## config.mk

```make
export PLATFORM = sky130hd
export DESIGN_NAME = stack_sequencer
export DESIGN_NICKNAME = d
export VERILOG_FILES = /design/src/rtl/stack_sequencer.sv
export SDC_FILE = /design/constraint.sdc
export NUM_CORES = 1
export LEC_CHECK = 0
export CORE_MARGIN = 3
export CORE_UTILIZATION = 25
export CTS_CLUSTER_DIAMETER = 150
export DETAILED_ROUTE_END_ITERATION = 12
export HOLD_SLACK_MARGIN = 0.08
export PLACE_DENSITY = 0.53
export SLEW_MARGIN = 0
export SYNTH_ARGS = -nofsm -noshare
export SYNTH_HDL_FRONTEND = slang
export SYNTH_SLANG_ARGS = --single-unit
```

## constraint.sdc

```tcl
create_clock -name clk -period 2.8 [get_ports clk]
set_input_delay 0.42 -clock clk [delete_from_list [all_inputs] [get_ports clk]]
set_output_delay 0.42 -clock clk [all_outputs]
set_load 0.01 [all_outputs]
```

## src/rtl/stack_sequencer.sv

```systemverilog
// stack_sequencer: expands one stack-machine command into single-cycle push/pop/tos strobes,
// captures popped operands, computes the result and guards depth against under/overflow.
module stack_sequencer #(
   parameter  int DATA_W  = 8,
   parameter  int DEPTH   = 32,
   localparam int DEPTH_W = $clog2(DEPTH) + 1
) (
   input  logic               clk,
   input  logic               rst,
   input  logic               start,
   input  logic [2:0]         op,
   input  logic [DATA_W-1:0]  imm,
   output logic               busy,
   output logic               done,
   output logic [DATA_W-1:0]  result,
   output logic               err,
   output logic [DEPTH_W-1:0] depth,
   output logic [DATA_W-1:0]  stk_din,
   output logic               stk_push,
   output logic               stk_pop,
   output logic               stk_tos,
   input  logic [DATA_W-1:0]  stk_dout
);

   localparam logic [2:0] OP_PUSH = 3'd0;
   localparam logic [2:0] OP_POP  = 3'd1;
   localparam logic [2:0] OP_TOS  = 3'd2;
   localparam logic [2:0] OP_ADD  = 3'd3;
   localparam logic [2:0] OP_SUB  = 3'd4;
   localparam logic [2:0] OP_AND  = 3'd5;
   localparam logic [2:0] OP_NOT  = 3'd6;
   localparam logic [2:0] OP_DUP  = 3'd7;

   typedef enum logic [2:0] {
      S_IDLE, S_POPA, S_TOSA, S_CAPA, S_POPB, S_CAPB, S_PUSHR, S_DONE
   } state_t;

   state_t              state_q, state_d;
   logic [2:0]          op_q;
   logic [DATA_W-1:0]   imm_q, a_q, b_q, result_q, push_val;
   logic                err_q;
   logic [DEPTH_W-1:0]  depth_q, depth_d;
   logic                has1, has2, room, cmd_ok, accept, op_q_alu, op_q_read;

   assign has1      = depth_q != '0;
   assign has2      = depth_q > DEPTH_W'(1);
   assign room      = depth_q < DEPTH_W'(DEPTH);
   assign accept    = (state_q == S_IDLE) && start;
   assign op_q_alu  = (op_q == OP_ADD) || (op_q == OP_SUB) || (op_q == OP_AND);
   assign op_q_read = (op_q == OP_POP) || (op_q == OP_TOS);

   always_comb begin
      cmd_ok = 1'b0;
      case (op)
         OP_PUSH:                cmd_ok = room;
         OP_POP, OP_TOS, OP_NOT: cmd_ok = has1;
         OP_ADD, OP_SUB, OP_AND: cmd_ok = has2;
         OP_DUP:                 cmd_ok = has1 && room;
         default:                cmd_ok = 1'b0;
      endcase
   end

   always_ff @(posedge clk) begin
      if (rst) state_q <= S_IDLE;
      else     state_q <= state_d;
   end

   always_comb begin
      state_d = state_q;
      case (state_q)
         S_IDLE: begin
            if (start) begin
               if (!cmd_ok) begin
                  state_d = S_DONE;
               end else begin
                  case (op)
                     OP_PUSH:        state_d = S_PUSHR;
                     OP_TOS, OP_DUP: state_d = S_TOSA;
                     default:        state_d = S_POPA;
                  endcase
               end
            end
         end
         S_POPA, S_TOSA: state_d = S_CAPA;
         S_CAPA: begin
            if (op_q_read)     state_d = S_DONE;
            else if (op_q_alu) state_d = S_POPB;
            else               state_d = S_PUSHR;
         end
         S_POPB:  state_d = S_CAPB;
         S_CAPB:  state_d = S_PUSHR;
         S_PUSHR: state_d = S_DONE;
         S_DONE:  state_d = S_IDLE;
         default: state_d = S_IDLE;
      endcase
   end

   // a is the first value popped (top), b the one beneath it
   always_comb begin
      push_val = a_q;
      case (op_q)
         OP_PUSH: push_val = imm_q;
         OP_ADD:  push_val = b_q + a_q;
         OP_SUB:  push_val = b_q - a_q;
         OP_AND:  push_val = b_q & a_q;
         OP_NOT:  push_val = ~a_q;
         default: push_val = a_q;
      endcase
   end

   always_comb begin
      busy     = state_q != S_IDLE;
      done     = state_q == S_DONE;
      stk_pop  = (state_q == S_POPA) || (state_q == S_POPB);
      stk_tos  = state_q == S_TOSA;
      stk_push = state_q == S_PUSHR;
      stk_din  = (state_q == S_PUSHR) ? push_val : '0;
   end

   always_comb begin
      depth_d = depth_q;
      if (stk_push)     depth_d = depth_q + DEPTH_W'(1);
      else if (stk_pop) depth_d = depth_q - DEPTH_W'(1);
   end

   always_ff @(posedge clk) begin
      if (rst) begin
         op_q     <= '0;
         imm_q    <= '0;
         a_q      <= '0;
         b_q      <= '0;
         result_q <= '0;
         err_q    <= 1'b0;
         depth_q  <= '0;
      end else begin
         depth_q <= depth_d;
         if (accept) begin
            op_q  <= op;
            imm_q <= imm;
            err_q <= !cmd_ok;
         end
         if (state_q == S_CAPA) a_q <= stk_dout;
         if (state_q == S_CAPB) b_q <= stk_dout;
         if (state_q == S_CAPA && op_q_read) result_q <= stk_dout;
         if (state_q == S_PUSHR) result_q <= push_val;
      end
   end

   assign result = result_q;
   assign err    = err_q;
   assign depth  = depth_q;

endmodule

```

# Yosys cells after proc, flatten, opt, wreduce, memory -nomap -nowiden
# Cells that the tools add are included.
dict set report word_totals {
  latchBits 0
  elab_cells 69
  out_inout_bits 28
  register_bits 45
  memories 0
  inputBits 22
  ram_bits 0
  mem_bits_ro 0
}
dict set report op_classes {
  mul 0
  n_eq_ne 21
  reduce_logical 19
  mux 13
  n_shift 0
  n_addsub 4
  bitwise 2
  n_div 0
  magnitude_cmp 2
}
# operator n
set op_table {}
lappend op_table {{one-hot mux 8 bit (5 select lines)} 1}
lappend op_table {{== test 3 bit (second input constant)} 11}
lappend op_table {{2-to-1 mux 8 bit} 3}
lappend op_table {{one-hot mux 3 bit (7 select lines)} 1}
lappend op_table {{== test 3 x 2 -> 1 bit (second input constant)} 6}
lappend op_table {{2-to-1 mux 6 bit} 2}
lappend op_table {{== test 3 x 1 -> 1 bit (second input constant)} 3}
lappend op_table {{zero test 3 bit} 3}
lappend op_table {{adder 8 bit} 1}
lappend op_table {{AND 8 bit} 1}
lappend op_table {{inverter 8 bit} 1}
lappend op_table {{subtractor 8 bit} 1}
lappend op_table {{adder 6 x 1 -> 6 bit (second input constant)} 1}
lappend op_table {{> comparator 6 x 1 -> 1 bit (second input constant)} 1}
lappend op_table {{less-than comparator 6 bit (second input constant)} 1}
lappend op_table {{2-to-1 mux 3 bit} 2}
lappend op_table {{one-hot mux 3 bit (2 select lines)} 1}
lappend op_table {{nonzero test 6 bit} 1}
lappend op_table {{OR reduction 3 bit} 2}
lappend op_table {{subtractor 6 x 1 -> 6 bit (second input constant)} 1}
lappend op_table {{logical OR 1 bit} 4}
lappend op_table {{2-to-1 mux 2 bit} 2}
lappend op_table {{one-hot mux 1 bit (4 select lines)} 1}
lappend op_table {{nonzero test 2 bit} 2}
lappend op_table {{other kinds (5)} 8}

# Longest topological paths before layout
dict set report depth {
  word_depth 6
  ltp_mapped 10
  depth_no_buf 10
}

# Worst setup path after synthesis
# Ideal clock, no wire load.
dict set report synth_path {
  kind {flip-flop to output port}
  from {reg op_q[0]}
  to {out stk_din[6]}
  slack_ns 0.072
  path_buffers 1
  path_stages_with_launch 11
  t_arrival_ns 2.308
  required_ns 2.380
  cell_sequence {dfxtp_1 -> buf_6 -> nor3b_4 -> nor2_1 -> xnor2_1 -> ha_1 -> o21ai_0 -> a21oi_1 -> o21a_1 -> or4b_4 -> nand3_1}
}
dict set report synth_via {
  elab_chain_len 3
  elab_cells_between_ends 7
  classes_between {eq/ne: 4; mux: 2; reduce/logical: 1}
}
# item line_no
set synth_lines {}
lappend synth_lines {{start: declaration} 39} ;# logic [2:0] op_q;
lappend synth_lines {{start signal: assignment} 138} ;# op_q <= op;
lappend synth_lines {{== test 3 bit (tied with other cells)} 101} ;# case (op_q)
lappend synth_lines {{one-hot mux 8 bit (5 select lines) *} 101}
lappend synth_lines {{2-to-1 mux 8 bit *} 117} ;# stk_din = (state_q == S_PUSHR) ? push_val : '0;
lappend synth_lines {{end: declaration} 18} ;# output logic [DATA_W-1:0] stk_din,
# Every way passes the cells marked *; elsewhere a longest branch is shown, timed or not.

# Worst setup path after layout
# Same ends and word-level chain as after synthesis.

==> summary.txt <==
Status -> finished with violations
Failing checks -> negative setup slack
Input/output buffers -> 49
Pin count of the biggest net entering global routing -> 41
Final setup vio count -> 8
Max-Cap Viols -> 0
Die Ht -> 113.9 um
Setup crit start -> op_q[0]
Slew HR -> 0.5338
CTS tree -> done
Hold path startpoint -> imm_q[1]
Filler cell count -> 1181
Setup_tns -> -1.869 ns
Gpl congestion -> 0.8587
DRC Markers -> 0
Unrepaired setup endpoints after global routing -> true
Hold slack -> 0.4542 ns
Nets@finish -> 511
Design Power -> 3.981 mW
Longest Clk Path Bufs -> 2
Drt total wl -> 9999 um
Leak pwr -> 1.722 nW
Class of the worst hold path -> reg2reg
Clock slew at reported path FFs -> 0.06 ns
Synth unique cells -> 56
Synth warnings -> 0
Gr usage total -> 0.1536
CTS Hold Bufs -> 0
Die area -> 0.01298 mm^2
Core Box Area -> 0.01113 mm^2
Commonest cells post-synth -> nand2_1 (57), dfxtp_1 (45), a21oi_1 (41)
Layout cells sized above 1 -> 0.2479
Setup ws final -> -0.3180 ns
Yosys top cell by area -> dfxtp_1
Vias -> 3132
EDFF count, synth -> 0
Post-layout util -> 0.3829
Synthesized area -> 0.002913 mm^2
Routed WL per cell -> 16.23 um
Via-to-Cell Ratio -> 5.084
Kind of critical path -> reg2out
Starting Density -> 0.2618
Final Skew -> 0.004437 ns
Drt first pass iters -> 4
Pwr/cell area -> 934.5 mW/mm^2
Worst EP required -> 2.38 ns
Clk root buf -> clkbuf_16
FP Rows -> 38
H-tree levels -> 2
Arrival @ worst endpoint -> 2.70 ns
Num CTS Buffers -> 5
CP Capture Type -> output pin
DRT antenna net count -> 0
I/O Pins -> 50
Hold Fails Final Rpt -> 0
Clock Latency Late Sink -> 0.29 ns
GRT overflow -> 0
Worst-path fanout max -> 3
Gate Count Post-Synth -> 382
R2R Path Start -> a_q[0]
Initial antenna violation count -> 0
ANT cells -> 0
Tmin final -> 3.118 ns
Count leader, synth -> nand2_1
Register area share after synthesis -> 0.3093
Area Overhead vs Synth -> 46.26%
Most used DFF post-synth -> dfxtp_1
Largest cells by area after synthesis -> dfxtp_1 (31%), nand2_1 (7.3%), a21oi_1 (7.0%)
Worst slew pin tran -> 0.6973 ns
Synthesis-stage register bit count -> 45
Dpl ws -> -0.4110 ns
Slew Viols, Final -> 0
First-pass GRT wire length -> 15950 um
Worst VDD drop -> 0.3852 mV
R2R setup slack -> -0.16 ns
Final period util -> 1.114
Average size of a mapped cell -> 7.625 um^2
Vias in the first global route -> 3054
Clk sinks -> 45
Net Count, Synth -> 418
FMAX -> 320.7 MHz
HPWL Detailed -> 7121 um
Startpoint Class -> register
Die Wd -> 113.9 um
1st-iter DRT viols -> 136
Asr flop ratio synth -> 0
Yosys top cell area share -> 0.3093
[cells in the final DEF, fill, tap and decap left out, drive strengths merged, types with 6 or more instances in the layout]
| master | n |
|---|---|
| nor3 | 9 |
| o21ai | 16 |
| a21oi | 41 |
| ha | 13 |
| dfxtp | 45 |
| nand2 | 58 |
| clkdlybuf4s50 | 42 |
| mux2i | 11 |
| o211ai | 7 |
| inv | 12 |
| buf | 68 |
| nand3 | 7 |
| nor2 | 39 |
| clkbuf | 6 |
| xnor2 | 11 |
[sequential cells by signal, indices dropped and copies added (netlist names)]
signal / cells
err: 1
b_q: 8
imm_q: 8
state_q: 3
a_q: 8
result: 8
depth: 6
op_q: 3
[path summary, 6_finish.rpt]
path	to	cells past startpoint
max	stk_din[6]	12
min	imm_q[1]	2
max reg2reg	result[2]	15
min reg2reg	imm_q[1]	2
[area by class of cell]
type	instances	area [um^2]	share of cell area
Multi-Input combinational cell	300	2019	0.4740
Clock buffer	6	128.9	0.03025
Sequential cell	45	907.1	0.2129
Tap cell	140	175.2	0.04112
Timing Repair Buffer	110	942.2	0.2211
Clock inverter	2	38.79	0.009104
Inverter	13	48.80	0.01145
[repair_timing]
item	CTS	global route
setup buffers	11	4
hold endpoints to repair	0	0
pin swaps	15	19
setup endpoints to repair	8	10
resized for setup	54	22
[per-layer routing]
layer	share of wire	GRT usage	up-vias
met2	0.45	0.2397	92
met4	0.022	0.04671	0
met3	0.053	0.02122	20
li1	-	-	1543
met1	0.47	0.2196	1477
met5	0	0	-
[kinds of logic after synthesis]
family	Yosys count	share of synthesized area
fa+ha+maj	14	0.06272
flops	45	0.3093
buf+inv	37	0.05412
simple gates	151	0.2487
mux	12	0.04167
compound gates	108	0.2384
xor+xnor	15	0.04510
[critical path: stages, from the launching register on]
cell and delay [ns]:
dfxtp_2 0.33, nor3b_4 0.28, buf_6 0.15, nor2_2 0.04, xnor2_1 0.13, ha_1 0.33, buf_6 0.14, nand2b_4 0.06
a21oi_2 0.06, o21a_1 0.19, or4b_4 0.49, nand3_2 0.09, buf_6 0.11
[stage by stage]
stage | instances | cell area, um^2
2_1_floorplan | 382 | 2913
3_3_place_gp | 593 | 3815
3_5_place_dp | 593 | 3815
4_1_cts | 612 | 4154
5_1_grt | 616 | 4260
6_report | 616 | 4260
[power by group]
| group | switching, mW | total (mW) | leakage [nW] | internal [mW] |
|---|---|---|---|---|
| Combinational | 1.23 | 2.40 | 1.27 | 1.17 |
| Sequential | 0.119 | 0.891 | 0.369 | 0.772 |
| Clock | 0.265 | 0.688 | 0.0810 | 0.424 |
Note: power is estimated with default switching activity, not from simulation.
